==> src/rtl/vga_pkg.sv <==
// Shared VGA display-path constants and the pixel class tag.
package vga_pkg;
    localparam int H_TOTAL  = 800;
    localparam int V_TOTAL  = 525;
    localparam int H_ACTIVE = 640;
    localparam int V_ACTIVE = 480;
    localparam int IMG_DIM  = 256;

    typedef enum logic [1:0] {
        TAG_BG     = 2'd0,
        TAG_WIN    = 2'd1,
        TAG_BORDER = 2'd2
    } pix_tag_t;
endpackage

==> src/rtl/vga_delay_line.sv <==
// Fixed-depth register delay line with a configurable reset value.
module vga_delay_line #(
    parameter int               DEPTH   = 1,
    parameter int               WIDTH   = 1,
    parameter logic [WIDTH-1:0] RST_VAL = '0
) (
    input  logic             clk,
    input  logic             rst_n,
    input  logic [WIDTH-1:0] din,
    output logic [WIDTH-1:0] dout
);
    logic [DEPTH-1:0][WIDTH-1:0] stages;

    always_ff @(posedge clk or negedge rst_n) begin
        if (!rst_n) begin
            for (int i = 0; i < DEPTH; i++) stages[i] <= RST_VAL;
        end else begin
            stages[0] <= din;
            for (int i = 1; i < DEPTH; i++) stages[i] <= stages[i-1];
        end
    end

    assign dout = stages[DEPTH-1];
endmodule

==> src/rtl/vga_pixel_fetch.sv <==
// Fetches a 256x256 grayscale window from a double-buffered framebuffer and
// drives the DAC with latency-matched syncs. Optional border: VGA_BORDER_EN.
import vga_pkg::*;

module vga_pixel_fetch #(
    parameter int         X0           = 192,
    parameter int         Y0           = 112,
    parameter int         MEM_LAT      = 1,
    parameter logic [7:0] BG_COLOR     = 8'h00,
    parameter logic [7:0] BORDER_COLOR = 8'hFF
) (
    input  logic        clk_25,
    input  logic        rst_n,
    input  logic [9:0]  hs,
    input  logic [9:0]  vs,
    input  logic        vga_hsync,
    input  logic        vga_vsync,
    input  logic        sync_blank,
    output logic        mem_rd,
    output logic [16:0] mem_addr,
    input  logic [7:0]  mem_rdata,
    input  logic        swap_req,
    output logic        swap_ack,
    output logic        fb_sel,
    output logic [7:0]  vga_r,
    output logic [7:0]  vga_g,
    output logic [7:0]  vga_b,
    output logic        vga_hsync_o,
    output logic        vga_vsync_o,
    output logic        vga_blank_n,
    output logic        vga_sync_n
);
    localparam logic [9:0] X0_V = 10'(X0);
    localparam logic [9:0] Y0_V = 10'(Y0);

    // Unsigned wrap makes coordinates left/above the origin fail the test.
    logic [9:0] dx, dy;
    logic       in_win;
    assign dx     = hs - X0_V;
    assign dy     = vs - Y0_V;
    assign in_win = (dx < 10'(IMG_DIM)) && (dy < 10'(IMG_DIM));

    pix_tag_t tag_c;
`ifdef VGA_BORDER_EN
    localparam logic [9:0] BX0 = 10'(X0 - 1);
    localparam logic [9:0] BY0 = 10'(Y0 - 1);
    logic [9:0] bx, by;
    logic       ring;
    assign bx   = hs - BX0;
    assign by   = vs - BY0;
    assign ring = (bx <= 10'(IMG_DIM + 1)) && (by <= 10'(IMG_DIM + 1));
`endif

    always_comb begin
        tag_c = TAG_BG;
        if (in_win) tag_c = TAG_WIN;
`ifdef VGA_BORDER_EN
        else if (ring) tag_c = TAG_BORDER;
`endif
    end

    logic [1:0] tag_a;
    always_ff @(posedge clk_25 or negedge rst_n) begin
        if (!rst_n) begin
            mem_rd   <= 1'b0;
            mem_addr <= '0;
            tag_a    <= TAG_BG;
        end else begin
            mem_rd <= in_win;
            tag_a  <= tag_c;
            if (in_win) mem_addr <= {fb_sel, dy[7:0], dx[7:0]};
        end
    end

    logic [1:0] tag_d;
    vga_delay_line #(.DEPTH(MEM_LAT), .WIDTH(2), .RST_VAL(TAG_BG)) u_tag_dl (
        .clk(clk_25), .rst_n(rst_n), .din(tag_a), .dout(tag_d)
    );

    // Syncs go straight to the pins; blank stops one stage short so it can
    // gate the rgb register that shares its final stage.
    logic [1:0] sync_d;
    vga_delay_line #(.DEPTH(2 + MEM_LAT), .WIDTH(2), .RST_VAL(2'b11)) u_sync_dl (
        .clk(clk_25), .rst_n(rst_n), .din({vga_hsync, vga_vsync}), .dout(sync_d)
    );

    logic blank_pre;
    vga_delay_line #(.DEPTH(1 + MEM_LAT), .WIDTH(1), .RST_VAL(1'b1)) u_blank_dl (
        .clk(clk_25), .rst_n(rst_n), .din(sync_blank), .dout(blank_pre)
    );

    logic [7:0] gray;
    logic       blank_q;
    always_ff @(posedge clk_25 or negedge rst_n) begin
        if (!rst_n) begin
            gray    <= 8'h00;
            blank_q <= 1'b1;
        end else begin
            blank_q <= blank_pre;
            if (blank_pre) gray <= 8'h00;
            else begin
                case (pix_tag_t'(tag_d))
                    TAG_WIN:    gray <= mem_rdata;
                    TAG_BORDER: gray <= BORDER_COLOR;
                    default:    gray <= BG_COLOR;
                endcase
            end
        end
    end

    // Flip only at the first blank line, so the displayed buffer never tears.
    logic frame_start;
    assign frame_start = (hs == 10'd0) && (vs == 10'(V_ACTIVE));

    always_ff @(posedge clk_25 or negedge rst_n) begin
        if (!rst_n) begin
            fb_sel   <= 1'b0;
            swap_ack <= 1'b0;
        end else begin
            swap_ack <= 1'b0;
            if (frame_start && swap_req) begin
                fb_sel   <= ~fb_sel;
                swap_ack <= 1'b1;
            end
        end
    end

    assign vga_r       = gray;
    assign vga_g       = gray;
    assign vga_b       = gray;
    assign vga_hsync_o = sync_d[1];
    assign vga_vsync_o = sync_d[0];
    assign vga_blank_n = ~blank_q;
    assign vga_sync_n  = 1'b0;
endmodule

==> config.mk <==
export PLATFORM = sky130hd
export DESIGN_NAME = vga_pixel_fetch
export DESIGN_NICKNAME = d
export VERILOG_FILES = /design/src/rtl/vga_pkg.sv /design/src/rtl/vga_delay_line.sv /design/src/rtl/vga_pixel_fetch.sv
export SDC_FILE = /design/constraint.sdc
export NUM_CORES = 1
export LEC_CHECK = 0
export CORE_ASPECT_RATIO = 0.8
export CORE_MARGIN = 2
export CORE_UTILIZATION = 36
export CTS_CLUSTER_DIAMETER = 60
export DETAILED_ROUTE_END_ITERATION = 12
export HOLD_SLACK_MARGIN = 0.03
export PLACE_DENSITY = 0.75
export SLEW_MARGIN = 20
export SYNTH_ARGS = -nofsm -noshare
export SYNTH_HDL_FRONTEND = slang
export SYNTH_SLANG_ARGS = --single-unit
==> constraint.sdc <==
create_clock -name clk_25 -period 0.8 [get_ports clk_25]
set_input_delay 0.12 -clock clk_25 [delete_from_list [all_inputs] [get_ports clk_25]]
set_output_delay 0.12 -clock clk_25 [all_outputs]
set_load 0.05 [all_outputs]
==> flow_metrics.tcl, run 1 <==
set metrics [dict create \
    clock_skew_ps 2.45 \
    clk_latency_ps 280 \
    yosysTopAreaCellShare_pct 44.6 \
    combPwrFrac_pct 47.2 \
    cp.required_ps 970 \
    p_switching_uw 2680 \
    setup_violations 75 \
    postSynthCellCount 114 \
    cts.path.max_buffers 2 \
    netlist_area_sq_um 1630 \
    place_ws_ps -1180 \
    cts_tree "built" \
    synth-seq-cells 38 \
    critPathArrivalTime_ps 1420 \
    grt_overflow_total 0 \
    synth_nets 152 \
    final_common_cell "buf_12" \
    rsz0062_at_grt "yes" \
    cp-end-kind "flop" \
    switching_share_pct 35.5 \
    leakage_uw 0.00149 \
    antenna_left 0 \
    hold_class "in -> reg" \
    synth_area_per_cell_sq_um 14.3 \
    ys_seq_area_share_pct 59.1 \
    crit_path_start_kind "input pin" \
    die_h_um 64.1 \
    grt_max_degree 39 \
    clk_pin_slew_ps 70 \
    violations "negative setup slack" \
    peakVddDrop_v 0.00205 \
    drv_slew 0 \
    clkSinkCount 38 \
    nets 243 \
    status "complete, but fails checks" \
    fin_crit_ps 1250 \
    rows 21 \
    grtUsageTotal_pct 17.3 \
    root_buffer "clkbuf_8" \
    hold_viol_final 0 \
    viasPerCell 4.47 \
    final_util_pct 77.5 \
    core_sq_um 4260 \
    cts_buffers 5 \
    htree_levels 2 \
    synth.lib_cells_used.distinct 27 \
    p_int_uw 4870 \
    gp_congestion 0.818 \
    fill_cells 249 \
    portBuffers 80 \
    layout-drive-gt1-share_pct 68.9 \
    wl_per_cell_um 15.7 \
    layout_common_cells "buf_12 (50), dfrtp_1 (20), buf_4 (15), clkdlybuf4s50_1 (13), dlygate4sd2_1 (10)" \
    seq_power_share_pct 35.2 \
    netlist_top_cells_area "dfrtp_1 (45%), dfstp_2 (15%), buf_4 (7.8%), mux2_4 (7.4%), mux2_2 (5.5%)" \
    initial_core_util_pct 38.2 \
    power_density_nw_per_um2 2290 \
    yosysWarnings 0 \
    pwr-share-clk_pct 17.6 \
    antenna_found_initial 0 \
    fin_ws_ps -455 \
    io_pins 82 \
    grt_pass1_wl_um 6600 \
    antenna_cells 0 \
    num_vias 1176 \
    critPathKind "in -> reg" \
    syn2layout_area_growth_pct 103 \
    drt_first_pass_iters 4 \
    dieArea_sq_um 5080 \
    dp_hpwl_um 3060 \
    fmax_mhz 797 \
    drtIter0Drc 82 \
    crit_fanout 5 \
    max-cap-violations 0 \
    grt_pass1_vias 1291 \
    wl_um 4120 \
    yosysTopAreaCell "dfrtp_1" \
    drc 0 \
    die_width_um 79.2 \
    fin_crit_sh_pct 157 \
]
==> power by group through the flow <==
stage / sequential [uW] / clock [uW] / combinational [uW]
after floorplan: 3580 / 0 / 547
final: 2650 / 1330 / 3560
after global routing: 2680 / 1480 / 3690
after detailed placement: 2680 / 0 / 3370
after CTS: 2650 / 1390 / 3530
after global placement: 2670 / 0 / 3310
==> worst max-delay path: stages <==
cell,delay [ps]
buf_12,110
ha_4,160
a21oi_4,170
xnor2_2,160
o211ai_4,120
buf_12,150
buf_12,130
mux2_4,290
==> stage by stage <==
step / cells / total power, uW / setup TNS, ps / hold slack, ps / cell area (sq um)
2_1_floorplan: 114 / 4130 / -8880 / -176 / 1820
3_3_place_gp: 243 / 5980 / -20880 / 98.0 / 2990
3_5_place_dp: 243 / 6040 / -22790 / 99.7 / 2990
4_1_cts: 260 / 7580 / -18680 / 174 / 3260
5_1_grt: 263 / 7850 / -20950 / 175 / 3300
6_report: 263 / 7550 / -18430 / 170 / 3300
==> kinds of logic after synthesis <==
kind of cell             after synthesis  synth area share (%)
adder cells (fa/ha/maj)                4                  3.07
XOR/XNOR                               5                  2.69
multiplexers                          17                  13.5
buffers and inverters                 24                  9.92
AND/OR/NAND/NOR                       20                  7.99
flip-flops                            38                  59.1
AO/OA/AOI/OAI                          5                  3.46
other                                  1                 0.230
==> final timing paths <==
check | start | end | slack [ps] | cells past startpoint
min | vs[5] | mem_addr[13] | 170 | 3
max in group asynchronous | rst_n | blank_q | 210 | 3
min in group asynchronous | rst_n | mem_addr[15] | 340 | 3
min reg2reg | u_blank_dl.stages[0] | u_blank_dl.dout | 360 | 0
max reg2reg | fb_sel | mem_addr[16] | -150 | 2
max | vs[5] | mem_addr[10] | -450 | 8
==> registers in the layout, summed over array words and instances, names as in the netlist <==
signal	count
blank_q	1
fb_sel	1
mem_addr	17
mem_rd	1
swap_ack	1
u_blank_dl.dout	1
u_blank_dl.stages	1
u_sync_dl.dout	2
u_sync_dl.stages	4
u_tag_dl.dout	1
vga_b	8
==> cells in the mapped netlist <==
| master | n |
|---|---|
| dfrtp_1 | 29 |
| buf_4 | 17 |
| dfstp_2 | 9 |
| and2_1 | 8 |
| mux2_2 | 8 |
| mux2_4 | 8 |
| inv_1 | 6 |
| ha_1 | 4 |
| xor2_1 | 3 |
| a21oi_1 | 2 |
| nand4b_1 | 2 |
| nor4_1 | 2 |
| xnor2_1 | 2 |
| a21bo_2 | 1 |
| a311oi_2 | 1 |
| buf_6 | 1 |
| conb_1 | 1 |
| mux2i_1 | 1 |
| nand2_1 | 1 |
| nand2b_1 | 1 |
| nand3_1 | 1 |
| nand3b_1 | 1 |
| nor2b_1 | 1 |
| nor3_1 | 1 |
| nor3b_1 | 1 |
| nor4b_1 | 1 |
| o211ai_4 | 1 |
==> per-layer routing <==
| layer | global-route usage [%] | up-vias | part of all wire, % |
|---|---|---|---|
| li1 | - | 542 | - |
| met1 | 20.5 | 578 | 39 |
| met2 | 30.1 | 54 | 52 |
| met3 | 6.07 | 2 | 8.1 |
| met4 | 4.53 | 0 | 0.46 |
| met5 | 0 | - | 0 |
==> area by class of cell <==
class | instances | area (sq um) | area share, %
clock inverter | 2 | 12.5 | 0.379
multi-input combinational | 52 | 659 | 20.0
clock buffer | 6 | 82.6 | 2.50
tap | 57 | 71.3 | 2.16
timing repair buffer | 102 | 1480 | 44.8
sequential | 38 | 973 | 29.5
inverter | 6 | 22.5 | 0.682
==> repair_timing <==
action,CTS,global route
resized for setup,70,4
pin swaps,16,1
hold buffers,1,0
hold endpoints to repair,38,0
gates cloned,1,0
endpoints found under the setup margin,75,75
setup buffers,7,3
Note: power is estimated with default switching activity, not from simulation.
==> inputs of run 2 (changes only) <==
--- a/config.mk
+++ b/config.mk
@@ -5,14 +5,14 @@
 export SDC_FILE = /design/constraint.sdc
 export NUM_CORES = 1
 export LEC_CHECK = 0
-export CORE_ASPECT_RATIO = 0.8
 export CORE_MARGIN = 2
-export CORE_UTILIZATION = 36
+export CORE_UTILIZATION = 41
 export CTS_CLUSTER_DIAMETER = 60
 export DETAILED_ROUTE_END_ITERATION = 12
 export HOLD_SLACK_MARGIN = 0.03
-export PLACE_DENSITY = 0.75
+export PLACE_DENSITY = 0.79
 export SLEW_MARGIN = 20
 export SYNTH_ARGS = -nofsm -noshare
 export SYNTH_HDL_FRONTEND = slang
+export SYNTH_HIERARCHICAL = 1
 export SYNTH_SLANG_ARGS = --single-unit
==> constraint.sdc (replaced) <==
create_clock -name clk_25 -period 1.3 [get_ports clk_25]
set_input_delay 0.195 -clock clk_25 [delete_from_list [all_inputs] [get_ports clk_25]]
set_output_delay 0.195 -clock clk_25 [all_outputs]
set_load 0.05 [all_outputs]
==> run 2 against run 1 <==
The flow still finishes with violations (negative setup slack). Register-to-register slack improved by 220 ps. Clock skew increased by 1.6 ps. Non-clock buffer count increased by 3. Critical endpoint is now mem_addr[4]. Largest cell class unchanged.
==> flow_metrics.tcl, run 2 <==
set metrics [dict create \
    viasPerCell 4.92 \
    critPathMaxStageDelay_ps 290 \
    critPathKind "in -> reg" \
    grt.met3_usage_pct 6.10 \
    largest_reg_flops 17 \
    synth.lib_cells_used.distinct 31 \
    final_common_cell "buf_12" \
    yosysTopAreaCell "dfrtp_1" \
    portBuffers 80 \
    fin_crit_sh_pct 100 \
    die_h_um 69.8 \
    async_flop_share_pct 100 \
    cts_buffers 5 \
    syn2layout_area_growth_pct 90.0 \
    antenna_left 0 \
    synth_area_per_cell_sq_um 13.5 \
    peakVddDrop_v 0.00130 \
    drt_first_pass_iters 4 \
    cp.required_ps 1470 \
    htree_levels 2 \
    layout-drive-gt1-share_pct 59.9 \
    cts_tree "built" \
    synth.most_common_cell "dfrtp_1" \
    use_met1_pct 22.3 \
    gr-max-usage-layer "met2" \
    top_register "mem_addr" \
    cp-end-kind "flop" \
    fin_ws_ps -3.57 \
    drv_slew 0 \
    setup_violations 2 \
    wl_per_cell_um 18.0 \
    drtIter0Drc 58 \
    fin_cells 272 \
    slowest_stage "mux2_4" \
    crit_path_start_kind "input pin" \
    layout_common_cells "buf_12 (49), dfrtp_1 (30), buf_4 (16), clkdlybuf4s50_1 (13)" \
    grt_overflow_total 0 \
    core_sq_um 4090 \
    netlist_area_sq_um 1770 \
    crit_top_cell "buf_6" \
    power_density_nw_per_um2 1510 \
    status "complete, but fails checks" \
    grt_max_degree 25 \
    nets 261 \
    max-cap-violations 0 \
    antenna_found_initial 0 \
    clock_skew_ps 4.00 \
    dieArea_sq_um 4870 \
    clk_pin_slew_ps 90 \
    netlist_top_cells_area "dfrtp_1 (42%), dfstp_2 (13%), buf_4 (8.0%), mux2_4 (6.8%), mux2_2 (5.1%)" \
    crit_fanout 5 \
    dp_hpwl_um 3590 \
    grt_pass1_vias 1427 \
    synth-seq-cells 39 \
    rows 23 \
    antenna_cells 0 \
    num_vias 1338 \
    yosysTopAreaCellShare_pct 42.3 \
    fin_crit_ps 1300 \
    die_width_um 69.8 \
    synth-edff-count 0 \
    cts.path.max_buffers 2 \
    wl_um 4900 \
    violations "negative setup slack" \
    dp_cells 253 \
    clkSinkCount 39 \
    ys_seq_area_share_pct 55.6 \
    grt_pass1_wl_um 7710 \
    synthFlopType "dfrtp_1" \
    critPathArrivalTime_ps 1480 \
    final_util_pct 82.5 \
    drc 0 \
    leakage_uw 0.00159 \
    yosysWarnings 6 \
    root_buffer "clkbuf_8" \
    fmax_mhz 767 \
    cp_cell_sequence "buf_6 -> ha_4 -> a21oi_4 -> xnor2_2 -> o211ai_4 -> buf_6 -> buf_16 -> mux2_4" \
    gp_congestion 0.774 \
    io_pins 82 \
    initial_core_util_pct 43.4 \
    grtUsageTotal_pct 20.8 \
    hold_class "in -> reg" \
    final_area_sq_um 3370 \
    postSynthCellCount 131 \
    timing.hold.ws_ps 175 \
    grt_use_met2_pct 38.7 \
    placedInstanceArea_sq_um 3110 \
    rsz0062_at_grt "yes" \
    synth_common_cells "dfrtp_1 (30), buf_4 (19), a21oi_1 (9), dfstp_2 (9)" \
    clk_latency_ps 290 \
    hold_viol_final 0 \
]
## run 2: worst paths after layout
check	slack (ps)	cells past startpoint	start	end
setup / recovery	-4	8	vs[5]	mem_addr[4]
hold / removal	170	2	vs[1]	mem_addr[9]
setup reg to reg	70	4	u_tag_dl/dout[0]	vga_b[5]
hold reg to reg	360	0	u_blank_dl/stages[0]	u_blank_dl/dout
max in group asynchronous	390	3	rst_n	u_sync_dl/stages[1]
min in group asynchronous	350	2	rst_n	mem_addr[14]
## run 2: kinds of logic after synthesis
| family | count (synthesis) | share of synthesized area [%] |
|---|---|---|
| AOI/OAI and AO/OA | 13 | 6.06 |
| xor gates and xnor gates | 5 | 2.89 |
| adders and majority gates | 6 | 4.23 |
| buffers and inverters | 31 | 11.5 |
| DFF | 39 | 55.6 |
| muxes | 17 | 12.4 |
| other | 1 | 0.211 |
| and+or+nand+nor | 19 | 7.05 |
## run 2: repair_timing
item                       4_1_cts  5_1_grt
resized for setup               62       13
setup buffers                    5        3
gates cloned                     3        0
hold endpoints to repair        15        0
hold buffers                     1        0
setup endpoints to repair       20       11
pin swaps                       15        7
## run 2: stage by stage
step	TNS (ps)	setup slack, ps	power (uW)
global route	-134	-30.9	5280
CTS	0	1.39	5100
global placement	-12440	-653	4020
finish	-4.74	-3.57	5090
floorplan	-748	-93.5	2760
detailed placement	-13890	-746	4100
## run 2: layout make-up
class | count | area (sq um)
repair buffers | 105 | 1490
inverters | 8 | 30.0
multi-input cells | 62 | 684
clock buffers | 7 | 108
flip-flops and latches | 39 | 987
well taps | 50 | 62.6
fillers | 215 | 716
clock inverters | 1 | 5.00
## run 2: power breakdown
group          total [uW]  switching [uW]  leakage, uW  internal [uW]
Combinational        2410            1170      0.00105           1240
Clock                 965             421    0.0000594            543
Sequential           1720             275     0.000475           1440
## run 2: critical path, delay by kind of cell
kind	cells	cell delay, ps
adders and majority gates	1	170
muxes	1	290
buffers and inverters	3	400
AOI/OAI and AO/OA	2	270
xor gates and xnor gates	1	150
## run 2: metal layers
metal / part of all wire [%] / routed length (um) / vias to the layer above
li1: - / - / 597
met1: 35 / 1700 / 655
met2: 56 / 2740 / 74
met3: 7.1 / 349 / 12
met4: 2.0 / 99 / 0
met5: 0 / 0 / -
==> inputs of run 3 (changes only) <==
==> constraint.sdc (replaced) <==
create_clock -name clk_25 -period 1.3 [get_ports clk_25]
set_input_delay 0.195 -clock clk_25 [delete_from_list [all_inputs] [get_ports clk_25]]
set_output_delay 0.195 -clock clk_25 [all_outputs]
set_load 0.005 [all_outputs]
==> run 3 against run 2 <==
The run now ends clean. Die area unchanged. First-iteration DRC count increased by 5.2%. Combinational power fell by 60%. Sequential share of layout area increased by 5.1 points. Register-to-register slack better by 20 ps. Clock skew shrank 2.8 ps. Core utilization down 12 points. Clock power fell by 9.5%. Highest routed layer unchanged. Cell count rose by 1.1%.
==> flow_metrics.tcl, run 3 (synthesized netlist as in run 2, its figures left out) <==
set metrics [dict create \
    fin_cells 275 \
    final_area_sq_um 2870 \
    gp_congestion 0.773 \
    dp_hpwl_um 3000 \
    drv_slew 0 \
    grt_max_degree 26 \
    power_density_nw_per_um2 1180 \
    crit_path_start_kind "input pin" \
    top_register "mem_addr" \
    clk_latency_ps 280 \
    rows 23 \
    drc 0 \
    cts.path.max_buffers 2 \
    crit_fanout 4 \
    cp-end-kind "flop" \
    clock_skew_ps 1.16 \
    core_sq_um 4090 \
    htree_levels 2 \
    largest_reg_flops 17 \
    grtUsageTotal_pct 17.1 \
    clk_pin_slew_ps 70 \
    root_buffer "clkbuf_8" \
    io_pins 82 \
    leakage_uw 0.00150 \
    drt_first_pass_iters 4 \
    critPathArrivalTime_ps 1450 \
    hold_class "in -> reg" \
    use_met1_pct 18.3 \
    critPathKind "in -> reg" \
    fmax_mhz 781 \
    grt_pass1_wl_um 6510 \
    setup_violations 0 \
    drtIter0Drc 61 \
    layout_common_cells "dlygate4sd2_1 (52), dfrtp_1 (30), buf_4 (20), clkdlybuf4s50_1 (13), buf_6 (10)" \
    setup_tns_ps 0 \
    fin_crit_ps 1280 \
    fill_cells 291 \
    rsz0062_at_grt "no" \
    timing.hold.ws_ps 180 \
    gr-max-usage-layer "met2" \
    final_util_pct 70.2 \
    num_vias 1289 \
    layout-drive-gt1-share_pct 39.6 \
    final_common_cell "dlygate4sd2_1" \
    max-cap-violations 0 \
    fin_crit_sh_pct 98.5 \
    portBuffers 80 \
    cts_buffers 5 \
    antenna_left 0 \
    syn2layout_area_growth_pct 61.8 \
    grt.met3_usage_pct 4.65 \
    wl_per_cell_um 14.6 \
    grt_use_met2_pct 32.2 \
    placedInstanceArea_sq_um 2670 \
    hold_viol_final 0 \
    nets 264 \
    die_h_um 69.8 \
    grt_pass1_vias 1370 \
    viasPerCell 4.69 \
    cts_tree "built" \
    clkSinkCount 39 \
    peakVddDrop_v 0.000755 \
    status "complete, no violations" \
    cp_cell_sequence "buf_6 -> a311oi_4 -> xnor2_2 -> o211ai_4 -> buf_6 -> buf_16 -> mux2_4" \
    dp_cells 253 \
    wl_um 4030 \
    antenna_found_initial 0 \
    grt_overflow_total 0 \
    crit_top_cell "buf_6" \
    initial_core_util_pct 43.4 \
    cp.required_ps 1470 \
    antenna_cells 0 \
    dieArea_sq_um 4870 \
    critPathMaxStageDelay_ps 310 \
    slowest_stage "a311oi_4" \
    die_width_um 69.8 \
]
run 3: cell count changes in the layout (fill, tap and decap cells not counted), sizes merged:
cell / change
dlygate4sd2: +45
buf: -43
clkbuf: -2
clkdlybuf4s15: +2
clkinv: -1
clkinvlp: +1
dlymetal6s2s: +1
run 3: per-layer routing:
metal | part of all wire [%] | vias to the layer above
met5 | 0 | -
met4 | 1.5 | 0
met3 | 7.4 | 4
met2 | 54 | 69
met1 | 37 | 612
li1 | - | 604
run 3: area by class of cell:
| class | instances | area [sq um] | area share [%] |
|---|---|---|---|
| Timing Repair Buffer | 108 | 993 | 34.6 |
| Sequential cell | 39 | 987 | 34.4 |
| Multi-Input combinational cell | 62 | 693 | 24.1 |
| Clock buffer | 7 | 96.3 | 3.36 |
| Tap cell | 50 | 62.6 | 2.18 |
| Inverter | 8 | 30.0 | 1.05 |
| Clock inverter | 1 | 7.51 | 0.262 |
run 3: metrics by stage:
step	setup WS [ps]	power (uW)
after floorplan	-93.5	1950
after global placement	-660	2590
after detailed placement	-729	2630
after CTS	3.79	3440
after global routing	1.36	3580
final	19.2	3390
run 3: where the power goes:
part,total (uW),switching (uW),internal [uW]
registers,1550,112,1440
logic,963,334,628
clock network,873,391,482
total,3390,837,2550
run 3: worst max-delay path, delay by kind of cell:
| family | cells | cell delay [ps] |
|---|---|---|
| AOI/OAI and AO/OA | 2 | 430 |
| buffers and inverters | 3 | 360 |
| muxes | 1 | 290 |
| xor gates and xnor gates | 1 | 170 |
run 3: path summary, 6_finish.rpt:
check	start	to	slack, ps	cells past startpoint
worst min-delay path	vs[2]	mem_addr[10]	180	2
worst min register to register	u_sync_dl/stages[3]	u_sync_dl/dout[1]	360	0
min in group asynchronous	rst_n	mem_addr[6]	360	2
max in group asynchronous	rst_n	u_blank_dl/stages[0]	410	3
worst max register to register	u_tag_dl/dout[0]	vga_b[3]	90	4
worst max-delay path	vs[6]	mem_addr[4]	20	7
run 3: timing repair:
item,CTS,global route
resized for setup,108,17
pin swaps,15,8
hold buffers,1,0
endpoints found under the hold margin,14,0
setup endpoints to repair,67,19
buffers inserted,12,1
gates cloned,1,0
==> variant, RTL diff (settings of run 3) <==
Make the reset (`rst_n`) synchronous in 4 clocked blocks.
--- a/src/rtl/vga_delay_line.sv
+++ b/src/rtl/vga_delay_line.sv
@@ -13,3 +13,3 @@
 
-    always_ff @(posedge clk or negedge rst_n) begin
+    always_ff @(posedge clk) begin
         if (!rst_n) begin
--- a/src/rtl/vga_pixel_fetch.sv
+++ b/src/rtl/vga_pixel_fetch.sv
@@ -62,3 +62,3 @@
     logic [1:0] tag_a;
-    always_ff @(posedge clk_25 or negedge rst_n) begin
+    always_ff @(posedge clk_25) begin
         if (!rst_n) begin
@@ -93,3 +93,3 @@
     logic       blank_q;
-    always_ff @(posedge clk_25 or negedge rst_n) begin
+    always_ff @(posedge clk_25) begin
         if (!rst_n) begin
@@ -114,3 +114,3 @@
 
-    always_ff @(posedge clk_25 or negedge rst_n) begin
+    always_ff @(posedge clk_25) begin
         if (!rst_n) begin
Formal check against the unedited RTL: differs if rst_n is asserted again (counterexample within 4 cycles, from zero or initial values and one cycle with rst_n low); with rst_n held inactive, the same outputs for 10 cycles.
==> variant against run 3 <==
- worst setup slack gained 8.3 ps
- register-to-register slack better by 80 ps
- via count up 16%
- final area is 4.9% lower
- synthesized area down 3.8%
- wire length rose by 0.65%
- die area shrank 3.6%
- sequential cell count unchanged
- non-clock buffer count fell by 2
- first-iteration DRC count decreased by 8.2%
- synthesized cell count rose by 40%
- clock skew rose by 6.0 ps
- global-route usage down 0.14 points
- critical path type unchanged
- highest routed layer unchanged
Power is not compared: it rests on default switching activity, and its combinational part moved more than twofold at a synthesized area within 25%.
==> variant: results (changes against run 3) <==
| Metric | Value |
|---|---|
| Cells on Worst Hold Path | 3 (+1) |
| Area contributors post-synth | dfxtp_1 (46%), buf_4 (8.4%), mux2i_1 (7.6%) |
| M2 GR Usage | 0.3017 (-0.02001) |
| Pre-CTS setup slack | -726.5 ps (+2.308 ps) |
| GRT met1 Usage | 0.1771 (-0.006208) |
| Register area share after synthesis | 0.4575 (-0.09894) |
| Power Density | 953.6 nW/um^2 |
| Ys flop type | dfxtp_1 |
| DR vias | 1496 (+16%) |
| Reg2reg setup slack | 170 ps (+80 ps) |
| Run status | finished, final reports clean |
| M1 WL | 1.512 mm (+1.7%) |
| Tot GR Track Use | 0.1691 (-0.001445) |
| Hold EP | mem_addr[9]$_SDFFE_PN0P_ |
| Hold_sp | vs[1] |
| Placer congestion estimate | 0.7768 (+0.54%) |
| Worst setup path endpoint | mem_addr[13]$_SDFFE_PN0P_ |
| Crit-path slowest cell | o211a_1 |
| Final core occ | 0.6825 (-0.01987) |
| Final cell count without fillers | 320 (+16%) |
| Cts repair resizes | 97 (-10%) |
| Library cells used by synthesis | 30 (-3.2%) |
| Final Skew | 7.191 ps (+6.027 ps) |
| Average size of a mapped cell | 9.326 um^2 (-31%) |
| DRT iter0 DRCs | 56 (-8.2%) |
| Vias in the first global route | 1308 (-4.5%) |
| Area after DPL | 2571 um^2 (-3.7%) |
| Layout fillers | 363 (+25%) |
| Fraction of registers with async set/reset | 0 (-1.000) |
| Synth top cells by count | dfxtp_1 (39), nand2_1 (30), buf_4 (19), mux2i_1 (13) |
| Final Cycle Share | 0.9789 (-0.006363) |
| Hold slack | 160.7 ps (-19.42 ps) |
| GRT met3 Usage | 0.06494 (+0.01842) |
| First-pass GRT wire length | 5.809 mm (-11%) |
| WL/cell | 12.67 um (-14%) |
| Layout cells sized above 1 | 0.2667 (-0.1289) |
| Post-CTS Repair Setup Buffers | 3 (-9) |
| DR WL met3 | 329 um (+10%) |
| Max stage delay on crit path | 210 ps (-100 ps) |
[variant: cell count changes in the layout (fill, tap and decap cells not counted), moves of 8 or more]
cell and delta:
nand2_1 +30, dfxtp_1 +25, nand2b_1 +10, dfrtp_1 -30, dfxtp_2 +14, mux2i_1 +11, mux2_2 -8, mux2_4 -8
dfstp_2 -9, buf_6 -8
[variant: cells by family (layout without fill, tap and decap cells)]
family | after synthesis | in the layout | share of synthesized area
compound gates | 16 | 16 | 0.07185
fa+ha+maj | 6 | 6 | 0.04399
xor+xnor | 4 | 4 | 0.02053
other cells | 1 | 2 | 0.002197
flops | 39 | 39 | 0.4575
buf+inv | 34 | 120 | 0.1305
simple gates | 70 | 70 | 0.1972
mux | 13 | 13 | 0.07624
[variant: final cells by class]
cell class | count | area share
inverters | 6 | 0.008249
flip-flops and latches | 39 | 0.2924
multi-input cells | 111 | 0.2869
clock inverters | 2 | 0.01283
clock buffers | 6 | 0.03025
well taps | 50 | 0.02291
repair buffers | 106 | 0.3465
